## config.mk

```make
export PLATFORM = sky130hd
export DESIGN_NAME = if_bpu
export DESIGN_NICKNAME = d
export VERILOG_FILES = /design/src/rtl/if_bpu.sv
export SDC_FILE = /design/constraint.sdc
export NUM_CORES = 1
export LEC_CHECK = 0
export ABC_AREA = 0
export CORE_UTILIZATION = 46
export DETAILED_ROUTE_END_ITERATION = 12
export GPL_ROUTABILITY_DRIVEN = 1
export PLACE_DENSITY = 0.71
export SYNTH_ARGS = -nofsm -noshare
export SYNTH_HDL_FRONTEND = slang
export SYNTH_SLANG_ARGS = --single-unit
```

## constraint.sdc

```tcl
create_clock -name clk -period 10.5 [get_ports clk]
set_input_delay 1.05 -clock clk [delete_from_list [all_inputs] [get_ports clk]]
set_output_delay 1.05 -clock clk [all_outputs]
set_load 0.02 [all_outputs]
```

## src/rtl/if_bpu.sv

```systemverilog
// if_bpu: fetch-stage dynamic branch predictor.
// Pre-decodes B-type instructions, predicts direction from a table of 2-bit
// saturating counters and forms the target pc + sext(B-imm). The table is
// trained by the execute stage when a branch resolves.
// After reset the table is walked once, one entry per cycle, to weakly
// not-taken (2'b01); predictions are suppressed while that walk runs.
// Optional build macro: BPU_GSHARE_EN -- XOR a global history register into
// the table index (gshare). Undefined by default: indexing is pc-only.
//
// state   | meaning
// --------+-------------------------------------------------------------
// ST_INIT | writing bht[init_idx] = 2'b01, one entry per cycle; busy
// ST_RUN  | predicting from the table, training on ex_branch

module if_bpu #(
    parameter int XLEN        = 32,
    parameter int BHT_ENTRIES = 64,
    parameter int GHR_BITS    = 6
) (
    input  logic            clk,
    input  logic            rst,
    input  logic            if_valid,
    input  logic [XLEN-1:0] if_pc,
    input  logic [31:0]     if_inst,
    input  logic            ex_branch,
    input  logic [XLEN-1:0] ex_pc,
    input  logic            ex_taken,
    output logic            bpu_busy,
    output logic            pred_valid,
    output logic            pred_take,
    output logic [XLEN-1:0] pred_addr
);

    localparam int IDX = $clog2(BHT_ENTRIES);
    localparam logic [IDX-1:0] LAST_IDX = IDX'(BHT_ENTRIES - 1);

    typedef enum logic {
        ST_INIT = 1'b0,
        ST_RUN  = 1'b1
    } state_t;

    state_t          state;
    logic [IDX-1:0]  init_idx;
    logic            busy_q;
    logic [1:0]      bht [BHT_ENTRIES];

    logic [IDX-1:0]  rd_idx;
    logic [IDX-1:0]  wr_idx;
    logic [1:0]      ctr_cur;
    logic [1:0]      ctr_next;
    logic            is_btype;
    logic [12:0]     b_imm;

`ifdef BPU_GSHARE_EN
    logic [GHR_BITS-1:0] ghr;

    // Global history: shifted only by resolved branches in RUN, so a write
    // indexes with the history seen before its own outcome is appended.
    always_ff @(posedge clk) begin
        if (rst) begin
            ghr <= '0;
        end else if (state == ST_RUN && ex_branch) begin
            ghr <= {ghr[GHR_BITS-2:0], ex_taken};
        end
    end

    assign rd_idx = if_pc[IDX+1:2] ^ IDX'(ghr);
    assign wr_idx = ex_pc[IDX+1:2] ^ IDX'(ghr);
`else
    assign rd_idx = if_pc[IDX+1:2];
    assign wr_idx = ex_pc[IDX+1:2];
`endif

    // Init/run sequencer; bpu_busy is registered alongside the state.
    always_ff @(posedge clk) begin
        if (rst) begin
            state    <= ST_INIT;
            init_idx <= '0;
            busy_q   <= 1'b1;
        end else begin
            unique case (state)
                ST_INIT: begin
                    init_idx <= init_idx + 1'b1;
                    if (init_idx == LAST_IDX) begin
                        state  <= ST_RUN;
                        busy_q <= 1'b0;
                    end
                end
                ST_RUN: begin
                    state  <= ST_RUN;
                    busy_q <= 1'b0;
                end
                default: begin
                    state  <= ST_INIT;
                    busy_q <= 1'b1;
                end
            endcase
        end
    end

    assign bpu_busy = busy_q;

    // Saturating counter step for the entry being trained.
    always_comb begin
        ctr_cur  = bht[wr_idx];
        ctr_next = ctr_cur;
        if (ex_taken) begin
            if (ctr_cur != 2'b11) ctr_next = ctr_cur + 2'b01;
        end else begin
            if (ctr_cur != 2'b00) ctr_next = ctr_cur - 2'b01;
        end
    end

    // Counter table: init walk, then training. Reads are combinational and
    // see the pre-update value when the same entry is written this cycle.
    always_ff @(posedge clk) begin
        if (!rst) begin
            if (state == ST_INIT) begin
                bht[init_idx] <= 2'b01;
            end else if (ex_branch) begin
                bht[wr_idx] <= ctr_next;
            end
        end
    end

    // Pre-decode, direction and target.
    always_comb begin
        is_btype   = (if_inst[6:0] == 7'b1100011);
        b_imm      = {if_inst[31], if_inst[7], if_inst[30:25], if_inst[11:8], 1'b0};
        pred_valid = if_valid & is_btype & (state == ST_RUN);
        pred_take  = pred_valid & bht[rd_idx][1];
        pred_addr  = if_pc + {{(XLEN-13){b_imm[12]}}, b_imm};
    end

    // Register fields and pc bits outside the index range carry no meaning here.
    logic unused_bits;
    assign unused_bits = &{1'b0, if_inst[24:12], ex_pc[1:0], ex_pc[XLEN-1:IDX+2]};

endmodule

```

# Word level (Yosys, flattened, before mapping)
# Memory sizes are Yosys's and may differ from the RTL's.
# Cells that the tools add are included.
# totals
regBits	8
output_inout_bits	35
inputBits	101
mem_count	1
word_cells	35
ram_bits	128
# op_classes
mux	17
addsub	4
reduce_logical	2
eq_ne	4
bitwise_logic	4
# mem_list
memory	words	word_bits	rd	rd_clocked_by_memory_dff	wr	line_no	source
bht	64	2	2	0	1	45	logic [1:0] bht [BHT_ENTRIES];
# ops
operator	count
32-bit adder	1
1-bit 2-to-1 mux	10
2-bit 2-to-1 mux	4
7-bit equality test (second input constant)	1
6-bit by 1-bit adder with 6-bit output (second input constant)	1
6-bit equality test (second input constant)	1
6-bit 2-to-1 mux	1
2-bit inequality test (second input constant)	2
1-bit one-hot mux with 2 select lines	2
1-bit AND	3
2-bit by 1-bit adder with 2-bit output (second input constant)	1
2-bit nonzero test	1
2-bit OR reduction	1
2-bit by 1-bit subtractor with 2-bit output (second input constant)	1
1-bit inverter	1

# Logic depth before layout (Yosys ltp)
# Gate-level depths: netlist of run 1.
# logic_depth
depth_word	6
mapped_depth	10

# Worst setup path after synthesis of run 1
# No wires, ideal clock.
# synth_path
path_type	input-to-output
startpoint	input if_pc[1]
endpoint	output pred_addr[31]
path_slack_ns	5.702
cell_stages	10
path_buffers	0
required_ns	9.450
t_arrival_ns	3.748
cell_sequence	ha_1 -> fa_1 -> a21o_1 -> a221oi_1 -> o211ai_1 -> a211oi_1 -> nor2_1 -> a211oi_1 -> o21ai_1 -> xnor2_1
# synth_between
elab_chain_len	1
# synth_rtl
element	line_no	source
from (decl)	23	input logic [XLEN-1:0] if_pc,
32-bit adder	132	pred_addr = if_pc + {{(XLEN-13){b_imm[12]}}, b_imm};
to (decl)	31	output logic [XLEN-1:0] pred_addr
# No other way between the ends.

# Worst setup path in the final report of run 1
# layout_path
startpoint	input if_pc[3]
endpoint	output pred_addr[29]
# Same word-level chain as after synthesis.

==> results of run 1 <==
==> metal layers <==
| layer | part of all wire | vias to the layer above | track usage |
|---|---|---|---|
| li1 | - | 2428 | - |
| met3 | 0.079 | 47 | 0.0529 |
| met1 | 0.40 | 2611 | 0.293 |
| met4 | 0.033 | 0 | 0.0988 |
| met5 | 0 | - | 0 |
| met2 | 0.49 | 214 | 0.359 |
==> per-stage QoR <==
step,hold slack (ns),total power [µW],util,setup WS (ns)
6_report,0.492,1450,0.587,4.07
5_1_grt,0.533,1500,0.587,3.67
4_1_cts,0.498,1450,0.587,4.04
3_5_place_dp,0.475,856,0.550,4.10
3_3_place_gp,0.449,852,0.550,4.09
2_1_floorplan,0.512,754,-,5.70
==> report_power, final <==
part           internal [µW]  switching (µW)  leakage [µW]
sequential               586            2.24       0.00146
clock                    374             230      0.000275
combinational            126             130       0.00172
==> kinds of logic after synthesis <==
logic type,share of synthesized area
compound gates,0.0834
flops,0.519
mux,0.189
buf+inv,0.0208
simple gates,0.0978
xor+xnor,0.0352
fa+ha+maj,0.0543
==> worst register-to-register path: stages, from the launching register on <==
cell      delay (ns)
edfxtp_1        0.37
mux4_1          0.54
mux4_2          0.52
mux4_2          0.51
clkinv_1        0.07
maj3_2          0.17
nand2b_1        0.57
buf_4           0.50
==> sequential cells by signal (all words and copies together), names as in the netlist <==
signal    count
init_idx      6
bpu_busy      1
state         1
bht         128
==> synthesized netlist by cell type (all sizes together), types with 3 or more instances <==
cell type / number
dfxtp: 8
o31a: 4
xnor2: 20
or3: 3
clkbuf: 14
o21bai: 3
buf: 8
a211oi: 6
xor2: 11
nand2: 32
nand3b: 4
a221oi: 3
o31ai: 3
a21o: 16
nand4: 3
o211ai: 4
nand2b: 8
nand3: 15
o21ai: 16
a31oi: 5
mux4: 63
edfxtp: 128
mux2i: 3
o21a: 5
nor2b: 6
ha: 31
nor2: 88
nor3: 4
inv: 11
a21oi: 20
and3: 3
==> layout by cell type, fill, tap and decap left out, types with 14 or more instances in the layout <==
master / count
edfxtp_1: 128
clkdlybuf4s50_1: 93
nor2_1: 88
mux4_2: 60
nand2_1: 32
ha_1: 31
xnor2_1: 20
a21oi_1: 19
clkbuf_16: 17
a21o_1: 16
nand3_1: 15
o21ai_1: 14
==> path summary, 6_finish.rpt <==
check	from	to	slack, ns	cells after the start
hold / removal	bpu_busy	bpu_busy	0.49	2
setup reg to reg	bht[13][0]	bht[54][0]	6.97	7
hold reg to reg	bpu_busy	bpu_busy	0.49	2
setup / recovery	if_pc[3]	pred_addr[29]	4.07	11
==> final cells by class <==
cell class / count / area [µm²]
Clock inverter: 14 / 175
Multi-Input combinational cell: 396 / 3560
Clock buffer: 18 / 429
Tap cell: 216 / 270
Fill cell: 1276 / 6650
Sequential cell: 136 / 4000
Timing Repair Buffer: 100 / 981
Inverter: 12 / 45.0
==> results.yml, run 1 <==
sta:
  min_period_ns: 6.43
  clock_skew_ns: 0.00830
  setup_tns_ns: 0
  period_share: 0.612
  max_freq_mhz: 156
  drv_slew: 0
  relSlewSlack: 0.326
  rsz0062_at_grt: "false"
  setup_violations: 0
  final-hold-violation-count: 0
  worstMarginPinSlew_ns: 1.01
critical_path:
  cp.required_ns: 9.45
  critPathSlowestCell: "clkdlybuf4s50_1"
  crit_chain: "clkdlybuf4s50_1 -> ha_1 -> a21o_1 -> a221oi_1 -> o211ai_1 -> a211oi_1 -> nor2_1 -> a211oi_1 -> o21bai_1 -> xor2_1 -> clkdlybuf4s50_1"
  startpoint_type: "input port"
  endpoint_kind: "output port"
  cp_max_fo: 17
  cp.arrival_ns: 5.38
  path_delay_family: "compound AO/OA/AOI/OAI gates"
  path_buf_inv: 2
  cp_slowest_stage_delay_ns: 1.13
  crit_type: "in2out"
drt:
  initialDrtViolationCount: 362
  viasPerCell: 5.94
  drt_wl_total_mm: 18.5
  ant_nets: 0
  firstDrtPassIters: 5
  drc: 0
  num_vias: 5300
  wl_per_cell_um: 20.8
place:
  place_inst: 860
  gp_congestion: 0.820
  dp_hpwl_mm: 12.9
  portBuffers: 94
  placed_area_um2: 8860
global_route:
  overflow: 0
  grt_antenna_before_repair: 0
  track_usage: 0.225
  grt_pass1_wl_mm: 29.3
  grt_max_degree: 45
  grt_pass1_vias: 5284
floorplan:
  placementRows: 46
  io_pins: 136
  coreArea_um2: 16100
  chipHeight_um: 131
  initial_core_util: 0.479
  fp.dieW_um: 131
  die-area_um2: 17300
logic_synthesis:
  yosysTopAreaCell: "edfxtp_1"
  ys.flop_type: "edfxtp_1"
  seq_area_frac_synth: 0.519
  syn_area_per_cell_um2: 13.6
  synthCells: 566
  netlist.area_leader.share: 0.498
  synth.area.top_cells: "edfxtp_1 (50%), mux4_2 (18%), ha_1 (5.0%), nor2_1 (4.3%), xnor2_1 (2.3%)"
  yosysUniqueCellTypes: 52
  synth_fp_nets: 699
  netlist_area_um2: 7710
  yosysWarningCount: 0
  synth_edf_count: 128
  async_flop_share: 0
  synth_seq_cells: 136
clock_network:
  clk_latency_ns: 0.43
  ctsResizeCount: 0
  clkSinkCount: 136
  cts_root_buf: "clkbuf_16"
  post-cts-setup-buffer-count: 0
  cts_buffers: 17
  htreeDepth: 4
  clk_pin_slew_ns: 0.06
  cts_max_path_buffers: 2
  cts_tree: "built"
  postCtsHoldBufs: 0
hold_path:
  hp-class: "reg2reg"
layout:
  fin_area_um2: 9460
  syn_to_final_growth_pct: 22.7
  diodes: 0
  instances_no_fill: 892
  fin_nets: 796
  drive_gt1_frac: 0.149
power_and_ir_drop:
  p_leak_uw: 0.00346
  p_per_area_nw_per_um2: 153
  ir_drop_mv: 0.110
run:
  maxCapViolations: 0
run_status:
  status: "finished clean"
Power figures use the tool's default switching activity.
==> inputs of run 2 (changes only) <==
- PLACE_DENSITY: 0.71 -> 0.74
- clock period: 10.5 -> 5.38 ns (I/O delays scaled with it)
==> run 2 against run 1 <==
Hold slack worse by 0.00066 ns. Power up 100%. Routed wire length is 0.50% higher. Combinational power grew 97%. Utilization up 0.75 points. Register-to-register slack worse by 4.9 ns. Sequential share of layout area is 0.54 points lower. Design area up 1.3%. Non-clock buffer count up 4. Clock-buffer cell count unchanged. Clock power increased by 120%. Via count about the same. Critical path type unchanged.
==> results.yml, run 2 (synthesized netlist as in run 1, its figures left out) <==
clock_network:
  htreeDepth: 4
  cts_buffers: 17
  cts_tree: "built"
  cts_root_buf: "clkbuf_16"
  clkSinkCount: 136
  postCtsHoldBufs: 0
  cts_max_path_buffers: 2
  clk_pin_slew_ns: 0.06
  ctsResizeCount: 0
  post-cts-setup-buffer-count: 0
  clk_latency_ns: 0.43
layout:
  syn_to_final_growth_pct: 24.3
  diodes: 0
  instances_no_fill: 896
  fin_area_um2: 9590
  largest_reg_flops: 128
  final-seq-area_um2: 4000
  regMostFlops: "bht"
  top_regs: "bht: 128 flops, init_idx: 6 flops"
  multi_input_comb_area_um2: 3560
  fillers: 1213
  layout_common_cells: "edfxtp_1 (128), clkdlybuf4s50_1 (93), nor2_1 (88)"
  layout_commonest_cell: "edfxtp_1"
  fin_nets: 800
  drive_gt1_frac: 0.151
critical_path:
  cp.required_ns: 4.84
  cp.arrival_ns: 4.50
  endpoint_kind: "output port"
  cp_max_fo: 4
  startpoint_type: "input port"
  crit_type: "in2out"
  crit_start: "if_pc[1]"
  rr_startpoint: "bht[45][1]"
drt:
  firstDrtPassIters: 5
  ant_nets: 0
  num_vias: 5299
  viasPerCell: 5.91
  drc: 0
  drt_wl_total_mm: 18.6
  wl_per_cell_um: 20.8
  initialDrtViolationCount: 440
sta:
  min_period_ns: 5.04
  rsz0062_at_grt: "false"
  final-hold-violation-count: 0
  drv_slew: 0
  clock_skew_ns: 0.00794
  max_freq_mhz: 199
  setup_violations: 0
  worstMarginPinSlew_ns: 1.01
  setup_tns_ns: 0
  relSlewSlack: 0.325
  final.setup.worst_slack_ns: 0.344
  period_share: 0.936
floorplan:
  coreArea_um2: 16100
  die-area_um2: 17300
  chipHeight_um: 131
  fp.dieW_um: 131
  placementRows: 46
  io_pins: 136
  initial_core_util: 0.479
global_route:
  overflow: 0
  grt_pass1_vias: 5456
  grt_pass1_wl_mm: 29.8
  grt_antenna_before_repair: 0
  grt_max_degree: 53
  track_usage: 0.228
place:
  gp_congestion: 0.847
  place_ws_ns: 0.326
  placed_area_um2: 8930
  portBuffers: 94
  place_inst: 864
  dp_hpwl_mm: 13.1
hold_path:
  hold_start: "bpu_busy"
  hp-class: "reg2reg"
run:
  maxCapViolations: 0
power_and_ir_drop:
  power_uw: 2950
  p_leak_uw: 0.00354
  p_per_area_nw_per_um2: 308
  ir_drop_mv: 0.212
run_status:
  status: "finished clean"
==> run 2: changes by cell type in the layout (fill, tap and decap cells not counted) <==
cell	delta
inv_6	-2
clkinv_4	+1
clkinvlp_4	-6
buf_12	+3
clkinv_2	+2
bufinv_16	+3
clkinv_1	+2
buf_4	+1
==> run 2: critical path, stage by stage <==
cell and delay [ns]:
clkdlybuf4s50_1 0.41, ha_1 0.26, fa_1 0.42, a21o_1 0.21
a221oi_1 0.48, o211ai_1 0.24, a211oi_1 0.37, nor2_1 0.13
a211oi_1 0.46, o21bai_1 0.17, xor2_1 0.18, clkdlybuf4s50_1 0.62
==> run 2: area by class of cell <==
class / count / area share
inverters: 12 / 0.00470
clock buffers: 18 / 0.0448
well taps: 216 / 0.0282
repair buffers: 104 / 0.109
flip-flops and latches: 136 / 0.418
multi-input cells: 396 / 0.371
clock inverters: 14 / 0.0239
==> run 2: metrics by stage <==
step                      hold slack, ns  utilization
after floorplan                    0.512            -
after CTS                          0.495        0.595
after detailed placement           0.481        0.554
after global routing               0.542        0.595
final                              0.492        0.595
after global placement             0.456        0.554
==> run 2: power by group <==
group	total, µW	internal (µW)	switching [µW]
clock	1300	864	434
combinational	505	250	255
sequential	1150	1140	4.79
total	2950	2260	694
==> run 2: layer usage <==
metal / track usage / vias to the layer above / share of wire
li1: - / 2449 / -
met1: 0.283 / 2610 / 0.40
met2: 0.388 / 202 / 0.50
met3: 0.0490 / 38 / 0.068
met4: 0.0872 / 0 / 0.027
met5: 0 / - / 0
==> run 2: path summary, 6_finish.rpt <==
path / endpoint / slack (ns) / depth (start not counted)
setup reg to reg: bht[56][0] / 2.12 / 6
hold reg to reg: bpu_busy / 0.49 / 2
hold / removal: bpu_busy / 0.49 / 2
setup / recovery: pred_addr[29] / 0.34 / 12
